$ cat src/rtl/imem_loader_if.sv
// Byte-stream and instruction-memory write bus of the program loader.
// master: the loader (consumes host bytes, drives memory writes).
// slave:  the environment (host byte source plus instruction memory).
interface imem_loader_if #(
    parameter int AW = 8
) ();
    logic          byte_valid;
    logic [7:0]    byte_data;
    logic          byte_ready;
    logic          im_we;
    logic [AW-1:0] im_addr;
    logic [31:0]   im_wdata;

    modport master (
        input  byte_valid,
        input  byte_data,
        output byte_ready,
        output im_we,
        output im_addr,
        output im_wdata
    );

    modport slave (
        output byte_valid,
        output byte_data,
        input  byte_ready,
        input  im_we,
        input  im_addr,
        input  im_wdata
    );
endinterface

$ cat src/rtl/imem_loader.sv
// Instruction-memory loader: assembles a little-endian byte stream into
// 32-bit words, writes them to consecutive word addresses, keeps a running
// XOR checksum and releases the core from reset once the whole image is in.
module imem_loader #(
    parameter int WORDS = 256,
    parameter int AW    = 8
) (
    input  logic              clk,
    input  logic              rst_n,
    input  logic              start,
    input  logic [AW:0]       len,
    imem_loader_if.master     bus,
    output logic              core_rst_n,
    output logic              busy,
    output logic              done,
    output logic              err,
    output logic [AW:0]       words_loaded,
    output logic [31:0]       csum
);

    localparam logic [2:0] S_IDLE  = 3'd0;
    localparam logic [2:0] S_LOAD  = 3'd1;
    localparam logic [2:0] S_WRITE = 3'd2;
    localparam logic [2:0] S_DONE  = 3'd3;
    localparam logic [2:0] S_ERR   = 3'd4;

    // Maximum legal length expressed at the width of len.
    localparam logic [AW:0] MAX_LEN = (AW+1)'(WORDS);

    logic [2:0]  r_state;
    logic [AW:0] r_len;
    logic [1:0]  r_byte_idx;
    logic [23:0] r_asm;        // bytes 0..2 of the word being assembled
    logic [31:0] r_wdata;      // complete word, only updated on byte 3
    logic [AW:0] r_words;
    logic [31:0] r_csum;

    logic        w_idle_like;
    logic        w_start_acc;
    logic        w_len_ok;
    logic        w_byte_acc;
    logic        w_last_byte;
    logic [AW:0] w_words_inc;

    assign w_idle_like = (r_state == S_IDLE) || (r_state == S_DONE) || (r_state == S_ERR);
    assign w_start_acc = w_idle_like && start;
    assign w_len_ok    = (len != '0) && (len <= MAX_LEN);
    assign w_byte_acc  = (r_state == S_LOAD) && bus.byte_valid;
    assign w_last_byte = w_byte_acc && (r_byte_idx == 2'd3);
    assign w_words_inc = r_words + {{AW{1'b0}}, 1'b1};

    // Session state machine; start is only honoured while not loading.
    always_ff @(posedge clk or negedge rst_n) begin
        if (!rst_n) begin
            r_state <= S_IDLE;
            r_len   <= '0;
        end else begin
            case (r_state)
                S_IDLE, S_DONE, S_ERR: begin
                    if (start) begin
                        r_len   <= len;
                        r_state <= w_len_ok ? S_LOAD : S_ERR;
                    end
                end
                S_LOAD: begin
                    if (w_last_byte) begin
                        r_state <= S_WRITE;
                    end
                end
                S_WRITE: begin
                    r_state <= (w_words_inc == r_len) ? S_DONE : S_LOAD;
                end
                default: begin
                    r_state <= S_IDLE;
                end
            endcase
        end
    end

    // Byte assembly; the finished word is published only when byte 3 lands so
    // im_wdata stays put everywhere except the edge entering WRITE.
    always_ff @(posedge clk or negedge rst_n) begin
        if (!rst_n) begin
            r_byte_idx <= '0;
            r_asm      <= '0;
            r_wdata    <= '0;
        end else if (w_start_acc) begin
            r_byte_idx <= '0;
        end else if (w_byte_acc) begin
            r_byte_idx <= r_byte_idx + 2'd1;
            if (r_byte_idx == 2'd3) begin
                r_wdata <= {bus.byte_data, r_asm};
            end else begin
                r_asm[{r_byte_idx, 3'b000} +: 8] <= bus.byte_data;
            end
        end
    end

    // Word counter and checksum, updated as the write cycle completes.
    always_ff @(posedge clk or negedge rst_n) begin
        if (!rst_n) begin
            r_words <= '0;
            r_csum  <= '0;
        end else if (w_start_acc) begin
            r_words <= '0;
            r_csum  <= '0;
        end else if (r_state == S_WRITE) begin
            r_words <= w_words_inc;
            r_csum  <= r_csum ^ r_wdata;
        end
    end

    assign bus.byte_ready = (r_state == S_LOAD);
    assign bus.im_we      = (r_state == S_WRITE);
    assign bus.im_addr    = r_words[AW-1:0];
    assign bus.im_wdata   = r_wdata;

    assign core_rst_n   = (r_state == S_DONE);
    assign busy         = (r_state == S_LOAD) || (r_state == S_WRITE);
    assign done         = (r_state == S_DONE);
    assign err          = (r_state == S_ERR);
    assign words_loaded = r_words;
    assign csum         = r_csum;

endmodule

$ cat src/flat_wrapper.sv
// flat-port wrapper written by rule: the top's interface ports become plain ports
module imem_loader_flat 
#(
    parameter int WORDS = 256,
    parameter int AW    = 8
)
  (clk, rst_n, start, len, core_rst_n, busy, done, err, words_loaded, csum, bus_byte_valid, bus_byte_data, bus_byte_ready, bus_im_we, bus_im_addr, bus_im_wdata);
  imem_loader_if #(.AW(AW)) bus_i ();
  input  logic clk;
  input  logic rst_n;
  input  logic start;
  input  logic [AW:0] len;
  output logic core_rst_n;
  output logic busy;
  output logic done;
  output logic err;
  output logic [AW:0] words_loaded;
  output logic [31:0] csum;
  input wire logic [$bits(bus_i.byte_valid)-1:0] bus_byte_valid;
  input wire logic [$bits(bus_i.byte_data)-1:0] bus_byte_data;
  output wire logic [$bits(bus_i.byte_ready)-1:0] bus_byte_ready;
  output wire logic [$bits(bus_i.im_we)-1:0] bus_im_we;
  output wire logic [$bits(bus_i.im_addr)-1:0] bus_im_addr;
  output wire logic [$bits(bus_i.im_wdata)-1:0] bus_im_wdata;
  assign bus_i.byte_valid = bus_byte_valid;
  assign bus_i.byte_data = bus_byte_data;
  assign bus_byte_ready = bus_i.byte_ready;
  assign bus_im_we = bus_i.im_we;
  assign bus_im_addr = bus_i.im_addr;
  assign bus_im_wdata = bus_i.im_wdata;
  imem_loader #(.WORDS(WORDS), .AW(AW)) u_core (.clk(clk), .rst_n(rst_n), .start(start), .len(len), .bus(bus_i), .core_rst_n(core_rst_n), .busy(busy), .done(done), .err(err), .words_loaded(words_loaded), .csum(csum));
endmodule
$ cat config.mk
export PLATFORM = sky130hd
export DESIGN_NAME = imem_loader_flat
export DESIGN_NICKNAME = d
export VERILOG_FILES = /design/src/rtl/imem_loader_if.sv /design/src/rtl/imem_loader.sv /design/src/flat_wrapper.sv
export SDC_FILE = /design/constraint.sdc
export NUM_CORES = 1
export LEC_CHECK = 0
export CAP_MARGIN = 40
export CORE_MARGIN = 3
export CORE_UTILIZATION = 49
export CTS_CLUSTER_DIAMETER = 40
export DETAILED_ROUTE_END_ITERATION = 8
export PLACE_DENSITY_LB_ADDON = 0.12
export SKIP_LAST_GASP = 1
export SYNTH_ARGS = -nofsm -noshare
export SYNTH_HDL_FRONTEND = slang
export SYNTH_SLANG_ARGS = --single-unit
export TNS_END_PERCENT = 50
$ cat constraint.sdc
create_clock -name clk -period 3.1 [get_ports clk]
set_input_delay 0.775 -clock clk [delete_from_list [all_inputs] [get_ports clk]]
set_output_delay 0.775 -clock clk [all_outputs]
set_load 0.005 [all_outputs]
Word level (Yosys, flattened, before mapping)
Cells that the tools add are included.
W data, S select, Z words.
{ "word_totals": {"memories": 0, "mem_bits_rw": 0, "elab_cells": 52, "regBits": 111, "latchBits": 0, "rom_bits": 0} }
{ "classes": {"shifts": 2, "eq_ne": 8, "bitwise": 3, "n_reduce_logical": 16, "addsub": 3, "mul": 0, "order_cmp": 1, "n_div": 0, "mux": 12} }
{ "ops": {"columns": ["op", "count"], "rows": [
  ["$mux W32", 2],
  ["$xor A32 B32 Y32", 1],
  ["$bwmux W24", 1],
  ["$shift A8 B7 Y24 const A", 1],
  ["$shiftx A8 B7 Y24", 1],
  ["$mux W9", 2],
  ["$add A9 B1 Y9 const B", 1],
  ["$eq A9 B9 Y1", 1],
  ["$le A9 B9 Y1 const B", 1],
  ["$mux W3", 3],
  ["$pmux W3 S3", 1],
  ["$reduce_bool A9 Y1", 1],
  ["$neg A5 Y7", 1],
  ["$eq A3 B2 Y1 const B", 2],
  ["$mux W2", 3],
  ["$reduce_and A3 Y1", 2],
  ["$logic_and A1 B1 Y1", 4],
  ["$reduce_and A2 Y1", 2],
  ["$reduce_bool A2 Y1", 2],
  ["$eq A3 B1 Y1 const B", 1],
  ["$eq A3 B3 Y1 const B", 1],
  ["$logic_not A3 Y1", 1],
  ["$logic_or A1 B1 Y1", 3],
  ["$reduce_or A3 Y1", 1],
  ["5 further kinds", 6]
]} }

Logic depth before layout (Yosys ltp)
Gate-level depths: netlist (run 1).
{ "depth": {"depth_word": 6, "depth_mapped": 8, "mapped_depth_nobuf": 6} }

Worst setup path after synthesis (run 1)
No wires, ideal clock.
{ "synth_timing": {"path_type": "register to register", "startpoint": "register u_core.r_words[0] (netlist: u_core.words_loaded[0])", "endpoint": "register u_core.r_state[1]", "stages_incl_launch_ff": 8, "synth_period_minus_slack_ps": 2045, "setup_slack_ps": 1055, "t_arrival_ps": 1979, "path_buffers": 1, "required_time_ps": 3034, "cell_sequence": "dfrtp_1 > ha_1 > and2_1 > buf_6 > nor3b_1 > or4_4 > nor4_2 > a32o_2"} }
{ "synth_via": {"elab_chain_cells": 4} }
{ "synth_rtl": {"columns": ["item", "line", "rtl"], "rows": [
  ["start, declared", "imem_loader.sv:35", "logic [AW:0] r_words;"],
  ["start signal, assigned", "imem_loader.sv:108", "r_words <= w_words_inc;"],
  ["$add A9 B1 Y9", "imem_loader.sv:50", "assign w_words_inc = r_words + {{AW{1'b0}}, 1'b1};"],
  ["$eq A9 B9 Y1", "imem_loader.sv:71", "r_state <= (w_words_inc == r_len) ? S_DONE : S_LOAD;"],
  ["$mux W2", "imem_loader.sv:71", null],
  ["$pmux W3 S3", "imem_loader.sv:58", "case (r_state)"],
  ["end signal, assigned", "imem_loader.sv:62", "r_state <= w_len_ok ? S_LOAD : S_ERR;"],
  ["end signal, assigned", "imem_loader.sv:71", null],
  ["end, declared", "imem_loader.sv:30", "logic [2:0] r_state;"]
]} }
Every way passes these cells.
A chain may end at the register's enable or synchronous reset.

Worst setup path in the final report (run 1)
{ "layout_timing": {"startpoint": "register u_core.r_state[1]", "endpoint": "output busy"} }
{ "layout_via": {"elab_chain_cells": 2, "elab_cells_between_ends": 3, "cone_classes": "eq/ne (2); reduce/logical (1)"} }
{ "layout_rtl": {"columns": ["item", "line", "rtl"], "rows": [
  ["$eq A3 B1 Y1 / $eq A3 B2 Y1 (equally long branches)", "imem_loader.sv:119", "assign busy = (r_state == S_LOAD) || (r_state == S_WRITE);"],
  ["$logic_or A1 B1 Y1 (*)", "imem_loader.sv:119", null],
  ["end, declared", "flat_wrapper.sv:14", "output logic busy;"]
]} }
Mark *: on every way between the ends. The rest lies on a longest branch, timed or not.

==> results of run 1 <==
## cells by family (layout without fill, tap and decap cells)
family | Yosys count | count (layout) | synth area share, %
AOI/OAI and AO/OA | 62 | 62 | 6.96
xor gates and xnor gates | 44 | 44 | 7.55
adders and majority gates | 7 | 7 | 1.67
buffers and inverters | 59 | 160 | 5.42
DFF | 111 | 111 | 54.4
muxes | 40 | 40 | 8.80
and+or+nand+nor | 153 | 153 | 15.2
## worst max-delay path, delay by kind of cell, from the launching register on
family	cells	cell delay [ps]
buffers and inverters	1	510
and+or+nand+nor	2	480
DFF	1	590
## area by class of cell
cell class | count | area share (%)
inverters | 30 | 1.74
clock buffers | 11 | 2.03
repair buffers | 114 | 17.7
flip-flops and latches | 111 | 42.9
clock inverters | 5 | 1.26
multi-input cells | 306 | 31.8
well taps | 133 | 2.57
## stage by stage
stage,util (%),instances
global route,65.0,710
CTS,65.0,710
detailed placement,62.9,694
global placement,62.8,693
finish,65.0,710
floorplan,-,476
## cell usage after synthesis (all sizes together), types with 6 or more instances
library cell / instances
a21oi: 8
buf: 18
clkbuf: 11
dfrtp: 111
ha: 6
inv: 29
mux2: 39
nand2: 48
nand3: 29
nor2: 42
nor3b: 8
o21ai: 38
xnor2: 8
xor2: 36
## flip-flops by register name (all words and copies together) (netlist names)
name / count
u_core.bus.im_wdata: 32
u_core.csum: 32
u_core.r_asm: 24
u_core.r_len: 9
u_core.words_loaded: 9
u_core.r_state: 3
u_core.r_byte_idx: 2
## power by group
| part | switching [mW] | leakage, nW | internal (mW) |
|---|---|---|---|
| clock network | 0.480 | 0.104 | 0.458 |
| registers | 0.314 | 1.48 | 1.84 |
| logic | 0.607 | 1.24 | 0.791 |
| total | 1.40 | 2.83 | 3.09 |
## layer usage
metal	routed length, µm	share of wire, %
met5	0	0
met3	555	4.9
met1	5250	46
met2	5510	48
met4	106	0.93
## final timing paths
| check | cells past startpoint | end | slack, ps | start |
|---|---|---|---|---|
| worst max-delay path | 3 | busy | 380 | u_core.r_state[1] |
| worst min-delay path | 1 | u_core.csum[5] | 490 | rst_n |
| worst max register to register | 6 | u_core.r_state[1] | 730 | u_core.words_loaded[0] |
| worst min register to register | 1 | u_core.bus.im_wdata[13] | 520 | u_core.r_asm[13] |
| max in group asynchronous | 2 | u_core.r_len[3] | 1910 | rst_n |
| min in group clk | 1 | u_core.bus.im_wdata[13] | 520 | u_core.r_asm[13] |
## placed cells by master, fill, tap and decap left out, types with 5 or more instances in the layout
| cell | synthesis | routed |
|---|---|---|
| nand2_1 | 47 | 47 |
| nand3_1 | 29 | 28 |
| o21ai_0 | 38 | 38 |
| dfrtp_1 | 111 | 111 |
| xor2_1 | 36 | 36 |
| clkdlybuf4s50_1 | 0 | 106 |
| xnor2_1 | 8 | 8 |
| a21oi_1 | 8 | 8 |
| ha_1 | 6 | 6 |
| inv_1 | 29 | 29 |
| buf_4 | 10 | 5 |
| nor2_1 | 42 | 42 |
| mux2_2 | 39 | 39 |
| clkbuf_8 | 0 | 9 |
==> key figures, run 1 <==
Clock network
  • Clock sink count: 111
  • Clk_lat worst skew: 360 ps
  • Postcts setup bufs: 0
  • Number of gates resized after CTS: 0
  • Clock Path Buffers: 2
  • Cts hold-fix bufs: 0
  • CTS Buf Count: 9
  • CTS root buffer: clkbuf_8
  • Clock-pin slew on the worst setup and hold paths: 110 ps
  • CTS tree: built
  • H-tree Lvls: 3

STA
  • Final hold slack: 490 ps
  • Setup TNS: 0 ps
  • Final setup viols: 0
  • Minimum clock period: 2720 ps
  • Slew HR: 36.1%
  • Post-route clock period utilization: 87.8%
  • Achievable clock frequency: 368 MHz
  • Slew of the pin with the lowest slew margin: 957 ps
  • Final clock skew: 17.0 ps
  • Final Hold Viols: 0
  • Final WS setup: 379 ps
  • Slew Limit Fails: 0
  • Unrepaired setup endpoints after global routing: no

Placed design
  • Placed Area: 6260 µm²
  • Hpwl dp: 7.97 mm
  • Dpl ws: 429 ps
  • GP Congestion: 0.837
  • Port Buf Inserts: 107

Synthesis
  • Seq/Total Area, Yosys: 54.4%
  • Top cell type by total area after synthesis: dfrtp_1
  • Synth area leaders: dfrtp_1, mux2_2, xor2_1
  • Avg Cell Area, Syn: 10.7 µm²
  • Gate Count Post-Synth: 476
  • Register bit total from synthesis: 111
  • Count of warnings emitted by yosys: 0
  • Synth top area share: 54.4%
  • Yosys cell types: 50
  • Post-synth EDFFs: 0
  • Main synth FF type: dfrtp_1
  • Post-synth net total: 503
  • FFs w/ async S/R, synth: 100%
  • Mapped cell area: 5110 µm²

Final layout
  • Final Cell Area: 6470 µm²
  • Post-layout nets: 599
  • Area grow syn2layout: 26.7%
  • FF+latch area: 2780 µm²
  • Share of post-route cells with drive strength above 1: 12.8%
  • # diodes: 0
  • # fillers: 830
  • Area of the multi-input gates: 2060 µm²

Routing
  • # DRC: 0
  • Total iterations of the first detailed-routing run: 4
  • Antenna viol nets, final: 0
  • Via Count: 3708
  • Initial drt markers: 167
  • Wire per inst: 16.1 µm
  • Total routed wirelength: 11.4 mm
  • Drt via density: 5.22

Outcome
  • Status: finished, final reports clean

Pwr
  • Peak supply drop: 378 µV
  • Power Dens Cells: 693 nW/µm²
  • Total power: 4.49 mW
  • Pleak: 2.83 nW

GRT
  • Antenna violations before repair: 0
  • Routing usage on met2: 34.3%
  • Largest net degree at the start of global routing: 62
  • Vias in the first global route: 3741
  • Total congestion overflow: 0
  • First-pass GRT wire length: 19.1 mm
  • GR Util met3: 3.10%
  • Total GRT Usage: 20.7%
  • Gr busiest metal: met2
  • Met1 Track Usage GR: 28.1%

Worst setup path
  • Largest stage delay on the critical path: 590 ps
  • WP data required: 2320 ps
  • Slowest cell on the critical path: dfrtp_1
  • CP Data Arrival Time: 1950 ps
  • CP Capture Type: primary output
  • Startpoint types: flip-flop
  • Crit-path max FO: 11
  • Cell Chain, Critical Path: nand2_1 > nand2b_1 > clkdlybuf4s50_1
  • Worst Setup Path Type: flip-flop to primary output

Die
  • Io pins: 108
  • Die area: 11700 µm²
  • DIE WIDTH: 108 µm
  • Cell Rows: 36
  • Core ar.: 9950 µm²
  • Die H: 108 µm
  • Initial Util: 51.3%

Min path
  • Hold WC Path Type: primary input to async pin

Flow run
  • Max_cap viols: 0
(Power assumes the default switching activity.)
==> run 2: changes to the inputs <==
--- a/config.mk
+++ b/config.mk
@@ -10,8 +10,10 @@
 export CORE_UTILIZATION = 49
 export CTS_CLUSTER_DIAMETER = 40
 export DETAILED_ROUTE_END_ITERATION = 8
-export PLACE_DENSITY_LB_ADDON = 0.12
+export PLACE_DENSITY_LB_ADDON = 0.15
+export SETUP_SLACK_MARGIN = 0.02
 export SKIP_LAST_GASP = 1
+export SLEW_MARGIN = 40
 export SYNTH_ARGS = -nofsm -noshare
 export SYNTH_HDL_FRONTEND = slang
 export SYNTH_SLANG_ARGS = --single-unit
==> key figures, run 2 (synthesized netlist as in run 1, its figures left out) <==
Outcome
  • Status: finished, final reports clean

Routing
  • Drt via density: 5.24
  • Antenna viol nets, final: 0
  • Initial drt markers: 166
  • # DRC: 0
  • Via Count: 3718
  • Total iterations of the first detailed-routing run: 4
  • Total routed wirelength: 11.2 mm
  • Wire per inst: 15.7 µm

STA
  • Slew of the pin with the lowest slew margin: 632 ps
  • Setup TNS: 0 ps
  • Final setup viols: 0
  • Slew Limit Fails: 0
  • Slew HR: 57.9%
  • Achievable clock frequency: 366 MHz
  • Minimum clock period: 2730 ps
  • Post-route clock period utilization: 88.2%
  • Final Hold Viols: 0
  • Unrepaired setup endpoints after global routing: no
  • Final WS setup: 366 ps
  • Final clock skew: 11.3 ps

Die
  • DIE WIDTH: 108 µm
  • Die area: 11700 µm²
  • Core ar.: 9950 µm²
  • Initial Util: 51.3%
  • Die H: 108 µm
  • Io pins: 108
  • Cell Rows: 36

GRT
  • Total GRT Usage: 20.1%
  • First-pass GRT wire length: 18.6 mm
  • GR Util met3: 3.76%
  • Routing usage on met2: 32.5%
  • Vias in the first global route: 3722
  • Total congestion overflow: 0
  • Met1 Track Usage GR: 27.5%
  • Largest net degree at the start of global routing: 65
  • Antenna violations before repair: 0
  • Gr busiest metal: met2

Clock network
  • Clock-pin slew on the worst setup and hold paths: 110 ps
  • Clock Path Buffers: 2
  • Clk_lat worst skew: 360 ps
  • Clock sink count: 111
  • Number of gates resized after CTS: 0
  • CTS root buffer: clkbuf_8
  • Cts hold-fix bufs: 0
  • CTS Buf Count: 9
  • H-tree Lvls: 3
  • Postcts setup bufs: 0
  • CTS tree: built

Final layout
  • Area grow syn2layout: 26.2%
  • Share of post-route cells with drive strength above 1: 13.5%
  • FF+latch area: 2780 µm²
  • Area of the multi-input gates: 2070 µm²
  • # fillers: 826
  • Most frequent cells in the layout: dfrtp_1, clkdlybuf4s50_1, nand2_1
  • # diodes: 0
  • Commonest non-fill, non-tap cell in the layout: dfrtp_1
  • Post-layout nets: 598

Min path
  • Hold WC Path Type: primary input to async pin

Worst setup path
  • Worst Setup Path Type: flip-flop to primary output
  • WP data required: 2320 ps
  • R2r setup slk: 740 ps
  • Startpoint types: flip-flop
  • Crit-path max FO: 11
  • CP Capture Type: primary output
  • CP Data Arrival Time: 1960 ps

Placed design
  • Dpl ws: 494 ps
  • Port Buf Inserts: 107
  • Hpwl dp: 7.84 mm
  • GP Congestion: 0.814

Pwr
  • Pleak: 2.81 nW
  • Power Dens Cells: 680 nW/µm²
  • Peak supply drop: 380 µV

Flow run
  • Max_cap viols: 0
## run 2: final cells by class
class                      instances  area share [%]
clock buffer                      10            2.14
clock inverter                     6           0.777
inverter                          30            1.75
multi-input combinational        306            32.2
sequential                       111            43.1
tap                              133            2.58
timing repair buffer             113            17.5
## run 2: final timing paths
check	endpoint	cells past startpoint	from
min in group clk	u_core.bus.im_wdata[2]	1	u_core.r_asm[2]
max in group asynchronous	u_core.csum[22]	2	rst_n
worst min register to register	u_core.bus.im_wdata[2]	1	u_core.r_asm[2]
worst max register to register	u_core.r_state[1]	6	u_core.words_loaded[0]
worst max-delay path	busy	3	u_core.r_state[1]
worst min-delay path	u_core.csum[6]	1	rst_n
## run 2: power by group
group	internal, mW	switching, mW	leakage, nW
clock network	0.327	0.504	0.0903
registers	1.84	0.317	1.48
logic	0.796	0.602	1.24
## run 2: per-layer routing
| metal | up-vias | share of wire, % |
|---|---|---|
| met5 | - | 0 |
| met2 | 102 | 48 |
| li1 | 1769 | - |
| met3 | 19 | 5.1 |
| met4 | 0 | 1.8 |
| met1 | 1828 | 45 |
## run 2: critical path: stages, from the launching register on
cell and delay [ps]:
dfrtp_1 610, nand2_1 330, nand2b_1 150, clkdlybuf4s50_1 520
## run 2: through the flow
step                      cells  instance area, µm²  util [%]  total power, mW  hold slack [ps]
final                       709                6440      64.7             4.38              420
after global routing        709                6440      64.7             4.69              452
after CTS                   709                6430      64.6             4.42              435
after detailed placement    693                6250      62.7             3.58              490
after global placement      693                6240      62.7             3.52              491
after floorplan             476                5110         -             2.86              479
==> run 3: changes to the inputs <==
--- a/config.mk
+++ b/config.mk
@@ -13,7 +13,6 @@
 export PLACE_DENSITY_LB_ADDON = 0.15
 export SETUP_SLACK_MARGIN = 0.02
 export SKIP_LAST_GASP = 1
-export SLEW_MARGIN = 40
 export SYNTH_ARGS = -nofsm -noshare
 export SYNTH_HDL_FRONTEND = slang
 export SYNTH_SLANG_ARGS = --single-unit
==> key figures, run 3 (synthesized netlist as in run 1, its figures left out) <==
Outcome
  • Status: finished, final reports clean

Routing
  • Total iterations of the first detailed-routing run: 4
  • # DRC: 0
  • Via Count: 3708
  • Initial drt markers: 144
  • Total routed wirelength: 11.0 mm
  • Wire per inst: 15.5 µm
  • Drt via density: 5.22
  • Antenna viol nets, final: 0

Die
  • Initial Util: 51.3%
  • Io pins: 108
  • Die area: 11700 µm²
  • DIE WIDTH: 108 µm
  • Core ar.: 9950 µm²
  • Die H: 108 µm
  • Cell Rows: 36

STA
  • Setup TNS: 0 ps
  • Final Hold Viols: 0
  • Achievable clock frequency: 368 MHz
  • Final clock skew: 15.3 ps
  • Slew of the pin with the lowest slew margin: 891 ps
  • Unrepaired setup endpoints after global routing: no
  • Final setup viols: 0
  • Slew HR: 40.4%
  • Final WS setup: 380 ps
  • Post-route clock period utilization: 87.7%
  • Minimum clock period: 2720 ps
  • Slew Limit Fails: 0

GRT
  • Total congestion overflow: 0
  • Vias in the first global route: 3651
  • Largest net degree at the start of global routing: 65
  • Antenna violations before repair: 1
  • First-pass GRT wire length: 18.3 mm
  • Total GRT Usage: 19.9%

Pwr
  • Peak supply drop: 376 µV
  • Power Dens Cells: 674 nW/µm²
  • Pleak: 2.81 nW
  • Total power: 4.34 mW

Clock network
  • H-tree Lvls: 3
  • Clock Path Buffers: 2
  • CTS Buf Count: 9
  • Number of gates resized after CTS: 0
  • Cts hold-fix bufs: 0
  • Postcts setup bufs: 0
  • Clock-pin slew on the worst setup and hold paths: 110 ps
  • Clock sink count: 111
  • Clk_lat worst skew: 360 ps
  • CTS tree: built
  • CTS root buffer: clkbuf_8

Worst setup path
  • WP data required: 2320 ps
  • Worst Setup SP: u_core.r_state[1]
  • Cell Chain, Critical Path: nand2_1 > nand2b_1 > clkdlybuf4s50_1
  • CP Capture Type: primary output
  • Crit-path max FO: 11
  • WP buf/inv: 1
  • Cell family contributing the most delay on the critical path: flip-flops
  • Slowest cell on the critical path: dfrtp_1
  • Largest stage delay on the critical path: 600 ps
  • Startpoint types: flip-flop
  • Worst Setup Path Type: flip-flop to primary output
  • CP Data Arrival Time: 1940 ps
  • R2R Path Start: u_core.words_loaded[0]

Placed design
  • GP Congestion: 0.814
  • Dpl ws: 487 ps
  • Hpwl dp: 7.80 mm
  • Port Buf Inserts: 107

Min path
  • Hold WC Path Type: primary input to async pin

Final layout
  • Commonest non-fill, non-tap cell in the layout: dfrtp_1
  • Most frequent cells in the layout: dfrtp_1, clkdlybuf4s50_1, nand2_1
  • Area grow syn2layout: 25.9%
  • # fillers: 809
  • # diodes: 0
  • Share of post-route cells with drive strength above 1: 13.0%
  • Post-layout nets: 599

Flow run
  • Max_cap viols: 0
## run 3: layout make-up
class / instances / area [µm²] / share of cell area [%]
Clock buffer: 10 / 128 / 1.98
Clock inverter: 6 / 56.3 / 0.876
Inverter: 30 / 113 / 1.75
Multi-Input combinational cell: 306 / 2060 / 32.0
Sequential cell: 111 / 2780 / 43.2
Tap cell: 133 / 166 / 2.59
Timing Repair Buffer: 114 / 1130 / 17.6
## run 3: per-layer routing
layer | global-route usage [%] | part of all wire (%) | up-vias
met2 | 31.8 | 48 | 85
met5 | 0 | 0.17 | -
met3 | 3.58 | 4.1 | 18
met1 | 27.7 | 46 | 1831
met4 | 6.31 | 1.5 | 2
li1 | - | - | 1772
## run 3: final timing paths
kind / to / depth (start not counted) / slack, ps
setup / recovery: busy / 3 / 380
hold / removal: u_core.csum[6] / 1 / 420
setup reg to reg: u_core.r_state[1] / 6 / 750
hold reg to reg: u_core.bus.im_wdata[5] / 1 / 520
max in group asynchronous: u_core.bus.im_wdata[29] / 2 / 1920
min in group clk: u_core.bus.im_wdata[5] / 1 / 520
## run 3: power breakdown
group | total (mW) | switching, mW | leakage (nW) | internal [mW]
registers | 2.15 | 0.314 | 1.48 | 1.84
logic | 1.38 | 0.593 | 1.24 | 0.790
clock network | 0.803 | 0.495 | 0.0940 | 0.308
total | 4.34 | 1.40 | 2.81 | 2.93
## run 3: per-stage QoR
stage | hold WS, ps | cells | area [µm²] | utilization (%)
2_1_floorplan | 479 | 476 | 5110 | -
3_3_place_gp | 491 | 693 | 6240 | 62.7
3_5_place_dp | 491 | 694 | 6250 | 62.7
4_1_cts | 436 | 710 | 6430 | 64.6
5_1_grt | 447 | 710 | 6430 | 64.6
6_report | 422 | 710 | 6430 | 64.6
